==> src/rtl/dram_bus_arbiter.sv <==
// dram_bus_arbiter
//   Hands the shared DRAM bus to one owner at a time: four DMA channels
//   (round-robin), the CPU path, internal refresh cycles and, when built with
//   DRAM_EXT_MASTER_EN, an external bus master. Exactly one grant is active at
//   a time. A granted cycle is closed by the bus interface's bus_done pulse.
//
// Build option:
//   DRAM_EXT_MASTER_EN  defined  -> EXT state present; ext_bus_req honoured.
//                       undefined -> ext_bus_req ignored, ext_bus_grant = 0,
//                                    dram_bus_en = 1.
//
// Ports:
//   clk, rst        clock, asynchronous active-high reset
//   drq[3:0]        DMA requests (level, already synchronized)
//   dram_n_dack     active-low DMA acknowledges (= ~dma_grant)
//   dma_grant       one-hot DMA grant
//   cpu_req/lock    CPU request; lock keeps the bus across bus_done
//   cpu_grant       CPU owns the bus
//   refresh_grant   bus interface runs one refresh cycle
//   bus_done        one-cycle pulse, current granted cycle finished
//   ext_bus_req     external master requests the bus
//   ext_bus_grant   bus released to the external master
//   dram_bus_en     1 = this chip drives the DRAM pins
module dram_bus_arbiter #(
    parameter int REFRESH_DIVIDER = 128,
    parameter int REFRESH_PEND_W  = 3
) (
    input  logic       clk,
    input  logic       rst,
    input  logic [3:0] drq,
    output logic [3:0] dram_n_dack,
    output logic [3:0] dma_grant,
    input  logic       cpu_req,
    input  logic       cpu_lock,
    output logic       cpu_grant,
    output logic       refresh_grant,
    input  logic       bus_done,
    input  logic       ext_bus_req,
    output logic       ext_bus_grant,
    output logic       dram_bus_en
);

    localparam int CNT_W = $clog2(REFRESH_DIVIDER);
    localparam logic [CNT_W-1:0]          CNT_RELOAD = CNT_W'(REFRESH_DIVIDER - 1);
    localparam logic [REFRESH_PEND_W-1:0] PEND_MAX   = '1;

    typedef enum logic [1:0] {
        IDLE = 2'd0,
        OWN  = 2'd1
`ifdef DRAM_EXT_MASTER_EN
        ,
        EXT  = 2'd2
`endif
    } state_t;

    state_t                    state_q, state_d;
    logic [3:0]                dma_q, dma_d;
    logic                      cpu_q, cpu_d;
    logic                      ref_q, ref_d;
    logic [1:0]                rr_q, rr_d;
    logic [CNT_W-1:0]          cnt_q, cnt_d;
    logic [REFRESH_PEND_W-1:0] pend_q, pend_d;
    logic                      pend_inc, pend_dec;
    logic                      found;
    logic [1:0]                pick;
`ifdef DRAM_EXT_MASTER_EN
    logic                      ext_q, ext_d;
`else
    logic                      unused_ext_req;
    assign unused_ext_req = ext_bus_req;
`endif

    // Refresh timer runs in every state; pending requests accumulate while
    // the bus is busy so no refresh is lost (up to saturation).
    always_comb begin
        pend_inc = (cnt_q == '0);
        cnt_d    = pend_inc ? CNT_RELOAD : cnt_q - 1'b1;
        pend_d   = pend_q;
        if (pend_inc && !pend_dec && pend_q != PEND_MAX)
            pend_d = pend_q + 1'b1;
        else if (pend_dec && !pend_inc)
            pend_d = pend_q - 1'b1;
    end

    // Round-robin search starting at rr_q.
    always_comb begin
        found = 1'b0;
        pick  = 2'd0;
        for (int i = 0; i < 4; i++) begin
            if (!found && drq[rr_q + 2'(i)]) begin
                found = 1'b1;
                pick  = rr_q + 2'(i);
            end
        end
    end

    always_comb begin
        state_d  = state_q;
        dma_d    = dma_q;
        cpu_d    = cpu_q;
        ref_d    = ref_q;
        rr_d     = rr_q;
        pend_dec = 1'b0;
`ifdef DRAM_EXT_MASTER_EN
        ext_d    = ext_q;
`endif
        case (state_q)
            IDLE: begin
                if (pend_q != '0) begin
                    state_d  = OWN;
                    ref_d    = 1'b1;
                    pend_dec = 1'b1;
                end
`ifdef DRAM_EXT_MASTER_EN
                else if (ext_bus_req) begin
                    state_d = EXT;
                    ext_d   = 1'b1;
                end
`endif
                else if (found) begin
                    state_d = OWN;
                    dma_d   = 4'b0001 << pick;
                    rr_d    = pick + 2'd1;
                end else if (cpu_req) begin
                    state_d = OWN;
                    cpu_d   = 1'b1;
                end
            end
            OWN: begin
                // A locked CPU burst keeps the bus across bus_done.
                if (bus_done && !(cpu_q && cpu_lock)) begin
                    state_d = IDLE;
                    dma_d   = '0;
                    cpu_d   = 1'b0;
                    ref_d   = 1'b0;
                end
            end
`ifdef DRAM_EXT_MASTER_EN
            EXT: begin
                if (!ext_bus_req) begin
                    state_d = IDLE;
                    ext_d   = 1'b0;
                end
            end
`endif
            default: begin
                state_d = IDLE;
                dma_d   = '0;
                cpu_d   = 1'b0;
                ref_d   = 1'b0;
`ifdef DRAM_EXT_MASTER_EN
                ext_d   = 1'b0;
`endif
            end
        endcase
    end

    always_ff @(posedge clk or posedge rst) begin
        if (rst) begin
            state_q <= IDLE;
            dma_q   <= '0;
            cpu_q   <= 1'b0;
            ref_q   <= 1'b0;
            rr_q    <= 2'd0;
            cnt_q   <= CNT_RELOAD;
            pend_q  <= '0;
`ifdef DRAM_EXT_MASTER_EN
            ext_q   <= 1'b0;
`endif
        end else begin
            state_q <= state_d;
            dma_q   <= dma_d;
            cpu_q   <= cpu_d;
            ref_q   <= ref_d;
            rr_q    <= rr_d;
            cnt_q   <= cnt_d;
            pend_q  <= pend_d;
`ifdef DRAM_EXT_MASTER_EN
            ext_q   <= ext_d;
`endif
        end
    end

    assign dma_grant     = dma_q;
    assign dram_n_dack   = ~dma_q;
    assign cpu_grant     = cpu_q;
    assign refresh_grant = ref_q;
`ifdef DRAM_EXT_MASTER_EN
    assign ext_bus_grant = ext_q;
    assign dram_bus_en   = ~ext_q;
`else
    assign ext_bus_grant = 1'b0;
    assign dram_bus_en   = 1'b1;
`endif

endmodule

==> config.mk <==
export PLATFORM = sky130hd
export DESIGN_NAME = dram_bus_arbiter
export DESIGN_NICKNAME = d
export VERILOG_FILES = /design/src/rtl/dram_bus_arbiter.sv
export SDC_FILE = /design/constraint.sdc
export NUM_CORES = 1
export LEC_CHECK = 0
export CAP_MARGIN = 40
export CORE_ASPECT_RATIO = 0.6
export CORE_MARGIN = 2
export CORE_UTILIZATION = 45
export CTS_BUF_LIST = sky130_fd_sc_hd__clkbuf_4
export CTS_CLUSTER_DIAMETER = 80
export DETAILED_ROUTE_END_ITERATION = 8
export GPL_TIMING_DRIVEN = 1
export PLACE_DENSITY = 0.7
export SYNTH_ARGS = -nofsm -noshare
export SYNTH_HDL_FRONTEND = slang
export SYNTH_SLANG_ARGS = --single-unit
==> constraint.sdc <==
create_clock -name clk -period 3.05 [get_ports clk]
set_input_delay 0.7625 -clock clk [delete_from_list [all_inputs] [get_ports clk]]
set_output_delay 0.7625 -clock clk [all_outputs]
set_load 0.01 [all_outputs]
# Word level (Yosys, flattened, before mapping)
# Index checks and enable logic that the tools add are counted.
# op_classes
n_mux	37
bitwise	2
magnitude_cmp	4
reduce_logical	23
shifts	1
add_sub_neg	7
eq_ne	9
# op_table
operator	count
$mux W2	8
$mux W1	15
$lt A2 B3 Y1 const B	4
$mux W4	3
$ne A2 B2 Y1 const B	6
$bmux W1 S2	4
$logic_and A1 B1 Y1	8
$pmux W4 S2	1
$logic_not A7 Y1	1
$mux W7	1
$sub A7 B1 Y7 const B	1
$logic_not A1 Y1	6
$mux W3	2
$reduce_and A3 Y1	2
$add A2 B1 Y2 const B	2
$add A2 B2 Y2 const B	2
$ne A4 B4 Y1 const B	1
$not A4 Y4	1
$pmux W1 S2	2
$pmux W2 S2	1
$reduce_and A2 Y1	2
$reduce_and A4 Y1	1
$shl A1 B2 Y4 const A	1
$add A3 B1 Y3 const B	1
7 further kinds	7
# word_totals
wordCells	90
ff_bits	20

# Depth between registers and ports, before layout
# logic_depth
depth_word	16
ltp_mapped	10

# Least setup slack after synthesis
# Ideal clock, no wire load.
# synth_timing
kind	reg-to-reg
from	register cnt_q[0]
to	register pend_q[1]
slack_ns	0.437
path_stages_with_launch	11
required_time_ns	2.926
synth_period_minus_slack_ns	2.613
setup_time_ns	0.124
t_arrival_ns	2.489
path_buffers	0
cell_sequence	dfstp_2 inv_1 ha_1 nor3b_4 nand2_1 a21o_1 fa_1 or2_2 a22oi_1 nor3b_1 a211o_1
# synth_via
elab_chain_cells	4
# synth_rtl
item	line_no	rtl
from (decl)	61	logic [CNT_W-1:0] cnt_q, cnt_d;
from (signal assigned)	176	cnt_q <= cnt_d;
$logic_not A7 Y1	76	pend_inc = (cnt_q == '0);
$logic_and A1 B1 Y1 (2 in series)	79	if (pend_inc && !pend_dec && pend_q != PEND_MAX)
$mux W3	79	
named net pend_d[1]	62	logic [REFRESH_PEND_W-1:0] pend_q, pend_d;
to (signal assigned)	177	pend_q <= pend_d;
to (decl)	62	
# The timed path passes the listed nets, and every way through them passes these cells.
# A chain may end at the register's enable or synchronous reset.

# Worst setup path after layout
# Same ends and word-level chain as after synthesis.

==> results by group <==
Status
  • Outcome: finished, final reports clean

Logic synthesis
  • Register area share after synthesis: 38.55%
  • Combinational family with the most area after synthesis: simple AND/OR/NAND/NOR gates
  • FF+latch count, synth: 19
  • Synthesized instance count: 131
  • Mapped Area: 1256 µm²
  • Post-Syn Nets: 147
  • Post-Synth Simple-Gate Area: 27.39%
  • XOR/XNOR Fraction of Synth Area: 2.789%
  • Synth unique cells: 50
  • Average size of a mapped cell: 9.589 µm²
  • Main synth FF type: dfrtp_1
  • Ys Warns: 0
  • Post-synth EDFFs: 0
  • Async S/R FF share, synth: 100.0%
  • Adder-Cell Fraction of Synth Area: 6.574%
  • Post-synthesis compound-gate area fraction: 14.94%
  • Multiplexer area fraction after synthesis: 2.590%

Global route
  • Vias in the first global route: 987
  • Initial antenna violation count: 0
  • Largest net degree at the start of global routing: 22
  • First-pass GRT wire length: 4567 µm
  • GR Overflow Total: 0
  • Global Route Usage Sum: 18.54%

STA
  • Final Setup Violations: 0
  • Clock Skew: 0.003013 ns
  • Relative slew slack: 51.67%
  • Setup TNS: 0 ns
  • Pins over their slew limit: 0
  • Fin. Hold Viols: 0
  • Max Clk Rate: 0.3652 GHz
  • RSZ-0062 raised after global routing: false
  • Post-layout min period: 2.738 ns
  • Least-Margin Pin Slew: 0.7241 ns
  • Fin Hold WS: 0.4596 ns
  • Fin crit share: 89.79%

Run
  • MaxCap Viol Count: 0

Finish
  • Fill count: 224
  • Fraction of layout cells with a size suffix above 1: 16.67%
  • Antenna cells: 0
  • Most frequent cells in the layout: clkdlybuf4s50_1 (18), nand2_1 (14), inv_1 (12), dfrtp_1 (12), dfstp_2 (7)
  • Layout Utilization: 58.21%
  • Final Net Count: 167
  • Commonest non-fill, non-tap cell in the layout: clkdlybuf4s50_1
  • Layout area overhead: 19.32%

Floorplanning
  • Die ar.: 3244 µm²
  • Core Box Area: 2575 µm²
  • FP Rows: 14
  • I/O Pins: 22
  • Initial Util: 48.79%
  • Die Ht: 44.93 µm
  • Die width: 72.21 µm

Route
  • Pre-antenna DRT Iters: 6
  • DRT antenna net count: 0
  • Vias post-DR: 1,022
  • Per-cell routed wire length: 14.19 µm
  • 1st-iter DRT viols: 96
  • Total Wirelength: 2583 µm
  • Drt drc: 0
  • Avg Vias per Cell: 5.615

Clock network
  • Num CTS Buffers: 3
  • Clock sinks: 19
  • Clock Tree Buf Depth: 2
  • Setup Buffers After CTS: 0
  • Clock transition at path regs: 0.10 ns
  • Post-cts sizing count: 0
  • H-tree depth: 1
  • CTS tree: yes
  • Worst-Skew Late Latency: 0.29 ns
  • Hold Buf Count CTS: 0
  • Clock root buffer: clkbuf_4

Critical path
  • Crit path cell chain: inv_1 > ha_1 > nor3b_4 > nand2_1 > a21o_1 > fa_1 > or2_2 > a22oi_1 > nor3b_1 > a211o_1
  • Peak fanout along the critical path: 9
  • Crit-path leading delay family: simple AND/OR/NAND/NOR gates
  • Critical-path top delay cell: fa_1
  • Critical path startpoint category: flop
  • Crit path largest cell delay: 0.49 ns
  • Crit. End Element: flop
  • Setup CP Type: flop to flop
  • Worst Path Required: 3.23 ns
  • Worst flop-to-flop path endpoint: pend_q[1]$_DFFE_PP0P_
  • FF-to-FF Start: cnt_q[0]$_DFF_PP1_
  • Worst path bufs/invs: 1
  • Register-to-Register Path Depth: 10
  • FF-to-FF setup slack: 0.31 ns
  • Critical path depth: 10
  • Critical path arrival: 2.92 ns
  • Worst Setup EP: pend_q[1]$_DFFE_PP0P_
  • CP Launch Point: cnt_q[0]$_DFF_PP1_

Place
  • Port Buf Inserts: 18
  • Final Wtd Congestion: 0.8664
  • DP HPWL: 1928 µm

Hold path
  • Worst hold path class: flop to flop

Power
  • Static Leak: 0.6681 nW
  • Power Internal: 0.5481 mW
  • Ratio of total power to cell area: 599.3 nW/µm²
  • Final Total Pwr: 0.8984 mW
  • Switch share: 38.99%
  • Flop pwr share: 39.0%
  • Comb power frac: 45.9%
  • Switch Pwr: 0.3502 mW
  • Maximum vdd drop: 0.0005622 V
  • Clock power frac: 15.2%
[sequential cells by signal, summed over array words and instances (netlist names)]
name and count:
refresh_grant 1, state_q 1, cpu_grant 1, dma_grant 4
cnt_q 7, rr_q 2, pend_q 3
[how the worst min path moves through the flow]
stage | start | end | cells after the start
6_report | cnt_q[0]$_DFF_PP1_ | cnt_q[0]$_DFF_PP1_ | 1
5_1_grt | cnt_q[0]$_DFF_PP1_ | cnt_q[0]$_DFF_PP1_ | 1
4_1_cts | cnt_q[0]$_DFF_PP1_ | cnt_q[0]$_DFF_PP1_ | 1
3_5_place_dp | cnt_q[0]$_DFF_PP1_ | cnt_q[0]$_DFF_PP1_ | 1
3_3_place_gp | cnt_q[0]$_DFF_PP1_ | cnt_q[0]$_DFF_PP1_ | 1
2_1_floorplan | cnt_q[0]$_DFF_PP1_ | cnt_q[0]$_DFF_PP1_ | 1
[through the flow]
| step | area (µm²) | setup WS (ns) | std cells |
|---|---|---|---|
| 3_3_place_gp | 1469 | 0.4089 | 178 |
| 3_5_place_dp | 1469 | 0.3608 | 178 |
| 6_report | 1499 | 0.3116 | 182 |
| 2_1_floorplan | 1256 | 0.4368 | 131 |
| 5_1_grt | 1499 | 0.1994 | 182 |
| 4_1_cts | 1499 | 0.3277 | 182 |
[worst reg2reg max path, cell delays in order, from the launching register on]
cell and delay (ns):
dfstp_2 0.39, inv_1 0.05, ha_1 0.17, nor3b_4 0.40
nand2_1 0.13, a21o_1 0.19, fa_1 0.49, or2_2 0.32
a22oi_1 0.15, nor3b_1 0.08, a211o_1 0.28
[synth_stat cells (all sizes together) (3+ instances only)]
library cell  count  area, µm²
a21oi             3      18.77
buf               5      30.02
dfrtp            12      300.3
dfstp             7      183.9
ha                5      62.56
inv              12      45.04
nand2            14      52.55
nand3             4      20.02
nand3b            4      30.03
nor2              5      18.77
nor3              3      20.02
nor3b             3      33.78
o21ai             6      30.03
or3b              4      35.03
xor2              3      26.28
[power groups by stage]
stage,registers (mW),clock network (mW),logic [mW]
after floorplan,0.347,0,0.298
after global placement,0.349,0,0.393
after detailed placement,0.352,0,0.409
after CTS,0.349,0.143,0.412
after global routing,0.357,0.154,0.465
final,0.350,0.136,0.412
[routing by layer]
metal  vias up  global-route usage (%)  routed length [µm]
met5         -                       0                   0
met4         0                   2.264                  10
met3         2                   4.911                 142
met2        37                   31.19                1147
met1       486                   25.14                1283
li1        497                       -                   -
[area by class of cell]
type / count / area [µm²] / share of cell area, %
well taps: 32 / 40.04 / 2.671
multi-input cells: 93 / 689.4 / 45.99
clock buffers: 4 / 30.03 / 2.003
repair buffers: 22 / 210.2 / 14.02
flip-flops and latches: 19 / 484.2 / 32.30
inverters: 12 / 45.04 / 3.005
[cells by family (layout without fill, tap and decap cells)]
kind of cell    Yosys count  after routing
fa+ha+maj                 6              6
compound gates           26             26
other cells               2              2
xor+xnor                  4              4
mux                       3              3
simple gates             52             52
flops                    19             19
buf+inv                  19             38
Power figures use the tool's default switching activity.
